==> config.mk <==
export PLATFORM = sky130hd
export DESIGN_NAME = l1ca_code_gen
export DESIGN_NICKNAME = d
export VERILOG_FILES = /design/src/rtl/common_gnss_types_pkg.sv /design/src/rtl/l1ca_lfsr.sv /design/src/rtl/l1ca_code_gen.sv
export SDC_FILE = /design/constraint.sdc
export NUM_CORES = 1
export LEC_CHECK = 0
export BUFFER_PORTS_ARGS = -buffer_cell sky130_fd_sc_hd__buf_2
export CAP_MARGIN = 15
export CORE_ASPECT_RATIO = 0.7
export CORE_MARGIN = 5
export CORE_UTILIZATION = 59
export DETAILED_ROUTE_END_ITERATION = 10
export MAX_ROUTING_LAYER = met4
export PLACE_DENSITY = 0.91
export SYNTH_ARGS = -nofsm -noshare
export SYNTH_HDL_FRONTEND = slang
export SYNTH_HIERARCHICAL = 1
export SYNTH_SLANG_ARGS = --single-unit
==> constraint.sdc <==
create_clock -name clk -period 4.4 [get_ports clk]
set_clock_uncertainty 0.05 [all_clocks]
set_input_delay 0.44 -clock clk [delete_from_list [all_inputs] [get_ports clk]]
set_output_delay 0.44 -clock clk [all_outputs]
set_load 0.005 [all_outputs]
==> src/rtl/common_gnss_types_pkg.sv <==
// Shared GNSS types and constants: C/A code length, LFSR shapes and the
// G2 phase-selector table used by the code replica.
package common_gnss_types_pkg;

    localparam int L1CA_CODE_LEN = 1023;

    typedef logic [4:0]  sv_t;
    typedef logic [9:0]  gps_chip_t;
    typedef logic [10:1] l1ca_lfsr_t;

    localparam l1ca_lfsr_t L1CA_LFSR_INIT = '1;
    // Feedback tap masks, bit k of the mask selects stage k
    localparam l1ca_lfsr_t L1CA_G1_MASK   = 10'b10_0000_0100;
    localparam l1ca_lfsr_t L1CA_G2_MASK   = 10'b11_1010_0110;

    typedef struct packed {
        logic [3:0] a;
        logic [3:0] b;
    } g2_tap_t;

    typedef enum logic [1:0] {
        L1CA_IDLE,
        L1CA_RUN,
        L1CA_SLEW
    } l1ca_state_t;

    function automatic g2_tap_t l1ca_g2_taps(input sv_t sv);
        g2_tap_t t;
        t = {4'd2, 4'd6};
        case (sv)
            5'd0:  t = {4'd2, 4'd6};
            5'd1:  t = {4'd3, 4'd7};
            5'd2:  t = {4'd4, 4'd8};
            5'd3:  t = {4'd5, 4'd9};
            5'd4:  t = {4'd1, 4'd9};
            5'd5:  t = {4'd2, 4'd10};
            5'd6:  t = {4'd1, 4'd8};
            5'd7:  t = {4'd2, 4'd9};
            5'd8:  t = {4'd3, 4'd10};
            5'd9:  t = {4'd2, 4'd3};
            5'd10: t = {4'd3, 4'd4};
            5'd11: t = {4'd5, 4'd6};
            5'd12: t = {4'd6, 4'd7};
            5'd13: t = {4'd7, 4'd8};
            5'd14: t = {4'd8, 4'd9};
            5'd15: t = {4'd9, 4'd10};
            5'd16: t = {4'd1, 4'd4};
            5'd17: t = {4'd2, 4'd5};
            5'd18: t = {4'd3, 4'd6};
            5'd19: t = {4'd4, 4'd7};
            5'd20: t = {4'd5, 4'd8};
            5'd21: t = {4'd6, 4'd9};
            5'd22: t = {4'd1, 4'd3};
            5'd23: t = {4'd4, 4'd6};
            5'd24: t = {4'd5, 4'd7};
            5'd25: t = {4'd6, 4'd8};
            5'd26: t = {4'd7, 4'd9};
            5'd27: t = {4'd8, 4'd10};
            5'd28: t = {4'd1, 4'd6};
            5'd29: t = {4'd2, 4'd7};
            5'd30: t = {4'd3, 4'd8};
            5'd31: t = {4'd4, 4'd9};
            default: t = {4'd2, 4'd6};
        endcase
        return t;
    endfunction

endpackage

==> src/rtl/l1ca_lfsr.sv <==
// Ten-stage Fibonacci LFSR with all-ones load; exposes its next state so the
// parent can register a chip derived from the post-update contents.
module l1ca_lfsr
    import common_gnss_types_pkg::*;
#(
    parameter l1ca_lfsr_t FB_MASK = L1CA_G1_MASK
) (
    input  logic       clk,
    input  logic       rst,
    input  logic       load,
    input  logic       shift,
    output l1ca_lfsr_t state_next
);

    l1ca_lfsr_t state;

    // Stage k moves to k+1; the parity of the tapped stages enters stage 1
    always_comb begin
        state_next = state;
        if (load)
            state_next = L1CA_LFSR_INIT;
        else if (shift)
            state_next = {state[9:1], ^(state & FB_MASK)};
    end

    always_ff @(posedge clk) begin
        if (rst)
            state <= L1CA_LFSR_INIT;
        else
            state <= state_next;
    end

endmodule

==> src/rtl/l1ca_code_gen.sv <==
// GPS L1 C/A code replica: one chip per chip_en, with restart on start and a
// slew hold that freezes the code for a requested number of strobes.
module l1ca_code_gen
    import common_gnss_types_pkg::*;
#(
    parameter int CODE_LEN = L1CA_CODE_LEN
) (
    input  logic      clk,
    input  logic      rst,
    input  logic      start,
    input  sv_t       sv,
    input  logic      chip_en,
    input  logic      slew_valid,
    input  gps_chip_t slew_chips,
    output logic      slew_ready,
    output logic      chip,
    output gps_chip_t chip_idx,
    output logic      epoch,
    output logic      running
);

    localparam gps_chip_t LAST_IDX = gps_chip_t'(CODE_LEN - 1);

    l1ca_state_t state_q, state_d;
    sv_t         sv_q, sv_d;
    gps_chip_t   idx_d;
    gps_chip_t   hold_q, hold_d;
    logic        epoch_d;
    logic        chip_d;
    logic        lfsr_load, lfsr_shift;
    l1ca_lfsr_t  g1_next, g2_next;
    g2_tap_t     taps_d;

    assign slew_ready = (state_q == L1CA_RUN);
    assign running    = (state_q != L1CA_IDLE);

    l1ca_lfsr #(.FB_MASK(L1CA_G1_MASK)) u_g1 (
        .clk        (clk),
        .rst        (rst),
        .load       (lfsr_load),
        .shift      (lfsr_shift),
        .state_next (g1_next)
    );

    l1ca_lfsr #(.FB_MASK(L1CA_G2_MASK)) u_g2 (
        .clk        (clk),
        .rst        (rst),
        .load       (lfsr_load),
        .shift      (lfsr_shift),
        .state_next (g2_next)
    );

    always_comb begin
        state_d    = state_q;
        sv_d       = sv_q;
        idx_d      = chip_idx;
        hold_d     = hold_q;
        epoch_d    = 1'b0;
        lfsr_load  = 1'b0;
        lfsr_shift = 1'b0;
        if (start) begin
            state_d   = L1CA_RUN;
            sv_d      = sv;
            idx_d     = '0;
            hold_d    = '0;
            lfsr_load = 1'b1;
        end else begin
            case (state_q)
                L1CA_RUN: begin
                    if (chip_en) begin
                        // Terminal chip wraps by reload rather than by shifting
                        if (chip_idx == LAST_IDX) begin
                            idx_d     = '0;
                            lfsr_load = 1'b1;
                            epoch_d   = 1'b1;
                        end else begin
                            idx_d      = chip_idx + 10'd1;
                            lfsr_shift = 1'b1;
                        end
                    end
                    if (slew_valid && (slew_chips != '0)) begin
                        hold_d  = slew_chips;
                        state_d = L1CA_SLEW;
                    end
                end
                L1CA_SLEW: begin
                    if (chip_en) begin
                        hold_d = hold_q - 10'd1;
                        if (hold_q == 10'd1)
                            state_d = L1CA_RUN;
                    end
                end
                default: ;
            endcase
        end
        taps_d = l1ca_g2_taps(sv_d);
        chip_d = (state_d != L1CA_IDLE) &&
                 (g1_next[10] ^ g2_next[taps_d.a] ^ g2_next[taps_d.b]);
    end

    always_ff @(posedge clk) begin
        if (rst) begin
            state_q  <= L1CA_IDLE;
            sv_q     <= '0;
            chip_idx <= '0;
            hold_q   <= '0;
            epoch    <= 1'b0;
            chip     <= 1'b0;
        end else begin
            state_q  <= state_d;
            sv_q     <= sv_d;
            chip_idx <= idx_d;
            hold_q   <= hold_d;
            epoch    <= epoch_d;
            chip     <= chip_d;
        end
    end

endmodule

==> results of run 1 <==
-- cell type report --
cell class,instances,area [um2]
tap,72,90.1
timing repair buffer,37,195
clock inverter,2,15.0
multi-input combinational,294,2020
clock buffer,6,72.6
inverter,19,71.3
fill,436,1780
sequential,49,981
-- metrics by stage --
step | area, um2 | worst slack [ns] | hold WS (ns) | utilization [%] | total power, uW
3_3_place_gp | 3360 | 0.836 | 0.392 | 64.2 | 691
6_report | 3450 | 0.850 | 0.416 | 65.9 | 962
3_5_place_dp | 3360 | 0.692 | 0.402 | 64.2 | 697
2_1_floorplan | 3170 | 1.20 | 0.383 | - | 644
4_1_cts | 3450 | 0.919 | 0.423 | 65.9 | 959
5_1_grt | 3450 | 0.676 | 0.439 | 65.9 | 1010
-- worst paths after layout --
kind	start	end	slack, ns	cells after the start
max	state_q[1]$_SDFF_PP0_	chip$_SDFF_PP0_	0.85	13
min	u_g1/state[4]$_SDFF_PP1_	u_g1/state[4]$_SDFF_PP1_	0.42	2
max reg2reg	state_q[1]$_SDFF_PP0_	chip$_SDFF_PP0_	0.85	13
min reg2reg	u_g1/state[4]$_SDFF_PP1_	u_g1/state[4]$_SDFF_PP1_	0.42	2
-- registers in the layout, summed over array words and instances, names as in the netlist --
register / count
chip: 1
chip_idx: 10
epoch: 1
hold_q: 10
state_q: 2
sv_q: 5
u_g1/state: 10
u_g2/state: 10
-- metal layers --
metal | vias up | global-route usage [%]
li1 | 1419 | -
met1 | 1306 | 29.9
met2 | 137 | 30.9
met3 | 12 | 5.25
met4 | 0 | 4.61
met5 | - | -
-- power by group through the flow --
stage                     combinational, uW  sequential (uW)  clock (uW)
after floorplan                         173              470           0
after global routing                    252              464         292
after detailed placement                225              472           0
final                                   232              462         268
after CTS                               227              462         270
after global placement                  219              472           0
-- worst register-to-register path: stages (launching register included) --
cell       delay (ns)
dfxtp_1          0.32
inv_1            0.12
ha_1             0.30
nand2_1          0.15
a21o_1           0.21
nor2_2           0.47
buf_4            0.36
a211o_1          0.23
inv_1            0.06
o21ba_1          0.18
a2111oi_0        0.49
a211oi_2         0.10
xnor3_1          0.35
nor2_1           0.09
==> impl_metrics.env, run 1 <==
export IMPL_hp_class="flop to flop"
export IMPL_die_x_um=97.6
export IMPL_switchingPower_uw=300
export IMPL_slew_headroom_pct=24.9
export IMPL_met1_length_um=3510
export IMPL_tns_ns=0
export IMPL_die_y_um=71.3
export IMPL_final_cell_mix="dfxtp_1, nor2_1, nand2_1"
export IMPL_tightestPinTransition_ns=1.12
export IMPL_sequentialPowerShare_pct=48.1
export IMPL_cts_max_path_buffers=2
export IMPL_drv_cap=0
export IMPL_rsz0062_at_grt="false"
export IMPL_drt_wl_total_um=7300
export IMPL_die_area_um2=6970
export IMPL_vias=2874
export IMPL_place_congestion=0.978
export IMPL_fin_crit_ns=3.55
export IMPL_port_buffers=33
export IMPL_p_sw_share_pct=31.1
export IMPL_maxSlewViolCount=0
export IMPL_cts_reportedPaths_clkPinSlew_ns=0.09
export IMPL_pin_count=34
export IMPL_cts_tree="yes"
export IMPL_crit_buf_inv=3
export IMPL_crit_family="compound AO/OA/AOI/OAI gates"
export IMPL_fin_crit_sh_pct=80.7
export IMPL_start_kind="flop"
export IMPL_root_buffer="clkbuf_8"
export IMPL_cts_sinks=49
export IMPL_area_growth_syn_to_layout_pct=8.64
export IMPL_ant_nets=0
export IMPL_clkPwrFrac_pct=27.9
export IMPL_ctsResizeCount=0
export IMPL_syn_cell_area_um2=3170
export IMPL_postCtsSetupRepairBufs=0
export IMPL_viasPerCell=6.00
export IMPL_cts_buffers=5
export IMPL_initial_core_util_pct=60.6
export IMPL_layout_commonest_cell="dfxtp_1"
export IMPL_required_ns=4.60
export IMPL_topRoutingLayerUsed="met4"
export IMPL_grt_pass1_wl_um=11900
export IMPL_powerDensity_nw_per_um2=279
export IMPL_status="complete, no violations"
export IMPL_overflow=0
export IMPL_antenna_cells=0
export IMPL_rows=22
export IMPL_dr_wl_met2_um=3020
export IMPL_slowest_stage="a2111oi_0"
export IMPL_dr_pass1_iters=5
export IMPL_p_comb_share_pct=24.1
export IMPL_hpwl_um=5310
export IMPL_synth_fp_nets=413
export IMPL_worst_ep_arrival_time_ns=3.75
export IMPL_slowest_delay_ns=0.49
export IMPL_antenna_found_initial=0
export IMPL_netlist_instances=379
export IMPL_setup_violations=0
export IMPL_first_global_vias=2515
export IMPL_route_detailed_drc=0
export IMPL_wl_per_cell_um=15.2
export IMPL_grt_max_degree=22
export IMPL_max_freq_mhz=282
export IMPL_drtIter0Drc=299
export IMPL_critPathMaxFanout=17
export IMPL_dp_cells=471
export IMPL_hold_buffers=0
export IMPL_stdcell_count=479
export IMPL_ir_drop_mv=0.155
export IMPL_critPathKind="flop to flop"
export IMPL_cp_common_cell="inv_1"
export IMPL_htreeDepth=2
export IMPL_p_leak_uw=0.00136
export IMPL_avgSynthCellArea_um2=8.37
export IMPL_drive_gt1_share_pct=15.5
export IMPL_core_um2=5230
export IMPL_fin_nets=440
export IMPL_yosysWarnings=6
export IMPL_p_int_uw=662
export IMPL_grt_usage_pct=21.2
export IMPL_clk_latency_ns=0.31
export IMPL_hold_violations=0
export IMPL_wl_met3_um=688
export IMPL_cp_cell_sequence="inv_1 > ha_1 > nand2_1 > a21o_1 > nor2_2 > buf_4 > a211o_1 > inv_1 > o21ba_1 > a2111oi_0 > a211oi_2 > xnor3_1 > nor2_1"
export IMPL_worstSetupEndpointType="flop"
Power figures use the tool's default switching activity.
==> run 2: changes to the inputs <==
--- a/config.mk
+++ b/config.mk
@@ -5,14 +5,15 @@
 export SDC_FILE = /design/constraint.sdc
 export NUM_CORES = 1
 export LEC_CHECK = 0
+export ABC_AREA = 1
 export BUFFER_PORTS_ARGS = -buffer_cell sky130_fd_sc_hd__buf_2
 export CAP_MARGIN = 15
 export CORE_ASPECT_RATIO = 0.7
 export CORE_MARGIN = 5
-export CORE_UTILIZATION = 59
+export CORE_UTILIZATION = 54
 export DETAILED_ROUTE_END_ITERATION = 10
 export MAX_ROUTING_LAYER = met4
-export PLACE_DENSITY = 0.91
+export PLACE_DENSITY = 0.88
 export SYNTH_ARGS = -nofsm -noshare
 export SYNTH_HDL_FRONTEND = slang
 export SYNTH_HIERARCHICAL = 1
==> constraint.sdc (replaced) <==
create_clock -name clk -period 3.1 [get_ports clk]
set_clock_uncertainty 0.05 [all_clocks]
set_input_delay 0.31 -clock clk [delete_from_list [all_inputs] [get_ports clk]]
set_output_delay 0.31 -clock clk [all_outputs]
set_load 0.005 [all_outputs]
==> impl_metrics.env, run 2 <==
export IMPL_drt_wl_total_um=8100
export IMPL_cp_cell_sequence="nand2_1 > nor3_2 > inv_1 > nor4_2 > nand3b_1 > nor2_1 > buf_4 > nand2_1 > inv_1 > nor3_2 > inv_1 > nand3b_1 > nand3_1 > nand3_2 > nand2_1 > nand2_1 > nand2_1 > nand3_1 > nand2_1 > nor2_1"
export IMPL_rows=24
export IMPL_p_leak_uw=0.00182
export IMPL_syn_cell_area_um2=3410
export IMPL_final_cell_mix="nand2_1, inv_1, dfxtp_1"
export IMPL_hold_violations=0
export IMPL_grt_max_degree=27
export IMPL_antenna_cells=0
export IMPL_postCtsSetupRepairBufs=0
export IMPL_core_um2=6190
export IMPL_hp_class="input port to flop"
export IMPL_grt_pass1_wl_um=13700
export IMPL_fillerInstances=564
export IMPL_dr_pass1_iters=5
export IMPL_cts_max_path_buffers=2
export IMPL_overflow=0
export IMPL_initial_core_util_pct=55.1
export IMPL_slowest_delay_ns=0.41
export IMPL_avgSynthCellArea_um2=6.55
export IMPL_ant_nets=0
export IMPL_status="complete, no violations"
export IMPL_worstSetupEndpointType="flop"
export IMPL_rsz0062_at_grt="false"
export IMPL_hold_buffers=0
export IMPL_netlist_instances=520
export IMPL_ir_drop_mv=0.223
export IMPL_required_ns=3.27
export IMPL_critPathKind="flop to flop"
export IMPL_die_x_um=105
export IMPL_drtIter0Drc=255
export IMPL_drv_cap=0
export IMPL_slowest_stage="dfxtp_1"
export IMPL_first_global_vias=3007
export IMPL_cts_buffers=5
export IMPL_pin_count=34
export IMPL_cts_tree="yes"
export IMPL_whs_path_depth=3
export IMPL_vias=3476
export IMPL_powerDensity_nw_per_um2=392
export IMPL_fin_nets=584
export IMPL_cts_sinks=49
export IMPL_antenna_found_initial=0
export IMPL_setup_violations=0
export IMPL_wl_per_cell_um=12.9
export IMPL_clk_latency_ns=0.31
export IMPL_reg2regPathDepth=20
export IMPL_grt_usage_pct=20.3
export IMPL_yosysWarnings=6
export IMPL_layout_setup_ws_ns=0.397
export IMPL_critPathMaxFanout=26
export IMPL_pre_cts_slack_ns=0.405
export IMPL_root_buffer="clkbuf_8"
export IMPL_cts_reportedPaths_clkPinSlew_ns=0.10
export IMPL_worst_ep_arrival_time_ns=2.88
export IMPL_max_freq_mhz=370
export IMPL_die_y_um=76.5
export IMPL_port_buffers=33
export IMPL_hpwl_um=6130
export IMPL_cp_common_cell="nand2_1"
export IMPL_maxSlewViolCount=0
export IMPL_place_congestion=0.930
export IMPL_synth_fp_nets=554
export IMPL_fin_crit_ns=2.70
export IMPL_tns_ns=0
export IMPL_tightestPinTransition_ns=0.467
export IMPL_slew_headroom_pct=68.9
export IMPL_drive_gt1_share_pct=17.8
export IMPL_htreeDepth=2
export IMPL_die_area_um2=8030
export IMPL_fin_crit_sh_pct=87.2
export IMPL_viasPerCell=5.53
export IMPL_route_detailed_drc=0
export IMPL_layout_commonest_cell="nand2_1"
export IMPL_area_growth_syn_to_layout_pct=8.52
export IMPL_start_kind="flop"
## run 2: metal layers
metal / routed length (um) / global-route usage, %
met3: 576 / 2.96
met4: 129 / 5.49
met1: 3770 / 27.5
met5: 0 / -
met2: 3620 / 31.6
## run 2: layout make-up
class	instances	area (um2)	area share, %
multi-input combinational	390	2080	56.3
clock buffer	5	68.8	1.86
timing repair buffer	35	180	4.87
clock inverter	3	26.3	0.710
sequential	49	981	26.5
inverter	69	264	7.14
tap	78	97.6	2.64
## run 2: path summary, 6_finish.rpt
check        slack, ns                  endpoint                      from
max reg2reg       0.40           chip$_SDFF_PP0_  chip_idx[5]$_SDFFE_PP0P_
min reg2reg       0.43  u_g1/state[5]$_SDFF_PP1_  u_g1/state[5]$_SDFF_PP1_
max               0.40           chip$_SDFF_PP0_  chip_idx[5]$_SDFFE_PP0P_
min               0.22    hold_q[0]$_SDFFE_PP0P_             slew_chips[0]
## run 2: timing repair
action | 4_1_cts | 5_1_grt
hold endpoints to repair | 0 | 0
gates resized for setup | 0 | 2
endpoints found under the setup margin | 0 | 1
## run 2: report_power, final
part	internal [uW]	switching (uW)	total, uW
logic	125	253	378
clock network	165	248	413
registers	647	10.8	658
total	936	512	1450
## run 2: through the flow
step	util, %	total power [uW]	area, um2	std cells	hold slack [ns]
4_1_cts	59.6	1450	3690	629	0.222
3_5_place_dp	58.1	1040	3590	621	0.402
6_report	59.8	1450	3700	629	0.220
3_3_place_gp	58.1	1030	3590	621	0.393
5_1_grt	59.8	1530	3700	629	0.240
2_1_floorplan	-	965	3410	520	0.381
## run 2: critical path, delay by kind of cell, from the launching register on
kind                   cells  cell delay [ns]
buffers and inverters      4             0.45
and+or+nand+nor           16             1.70
DFF                        1             0.41
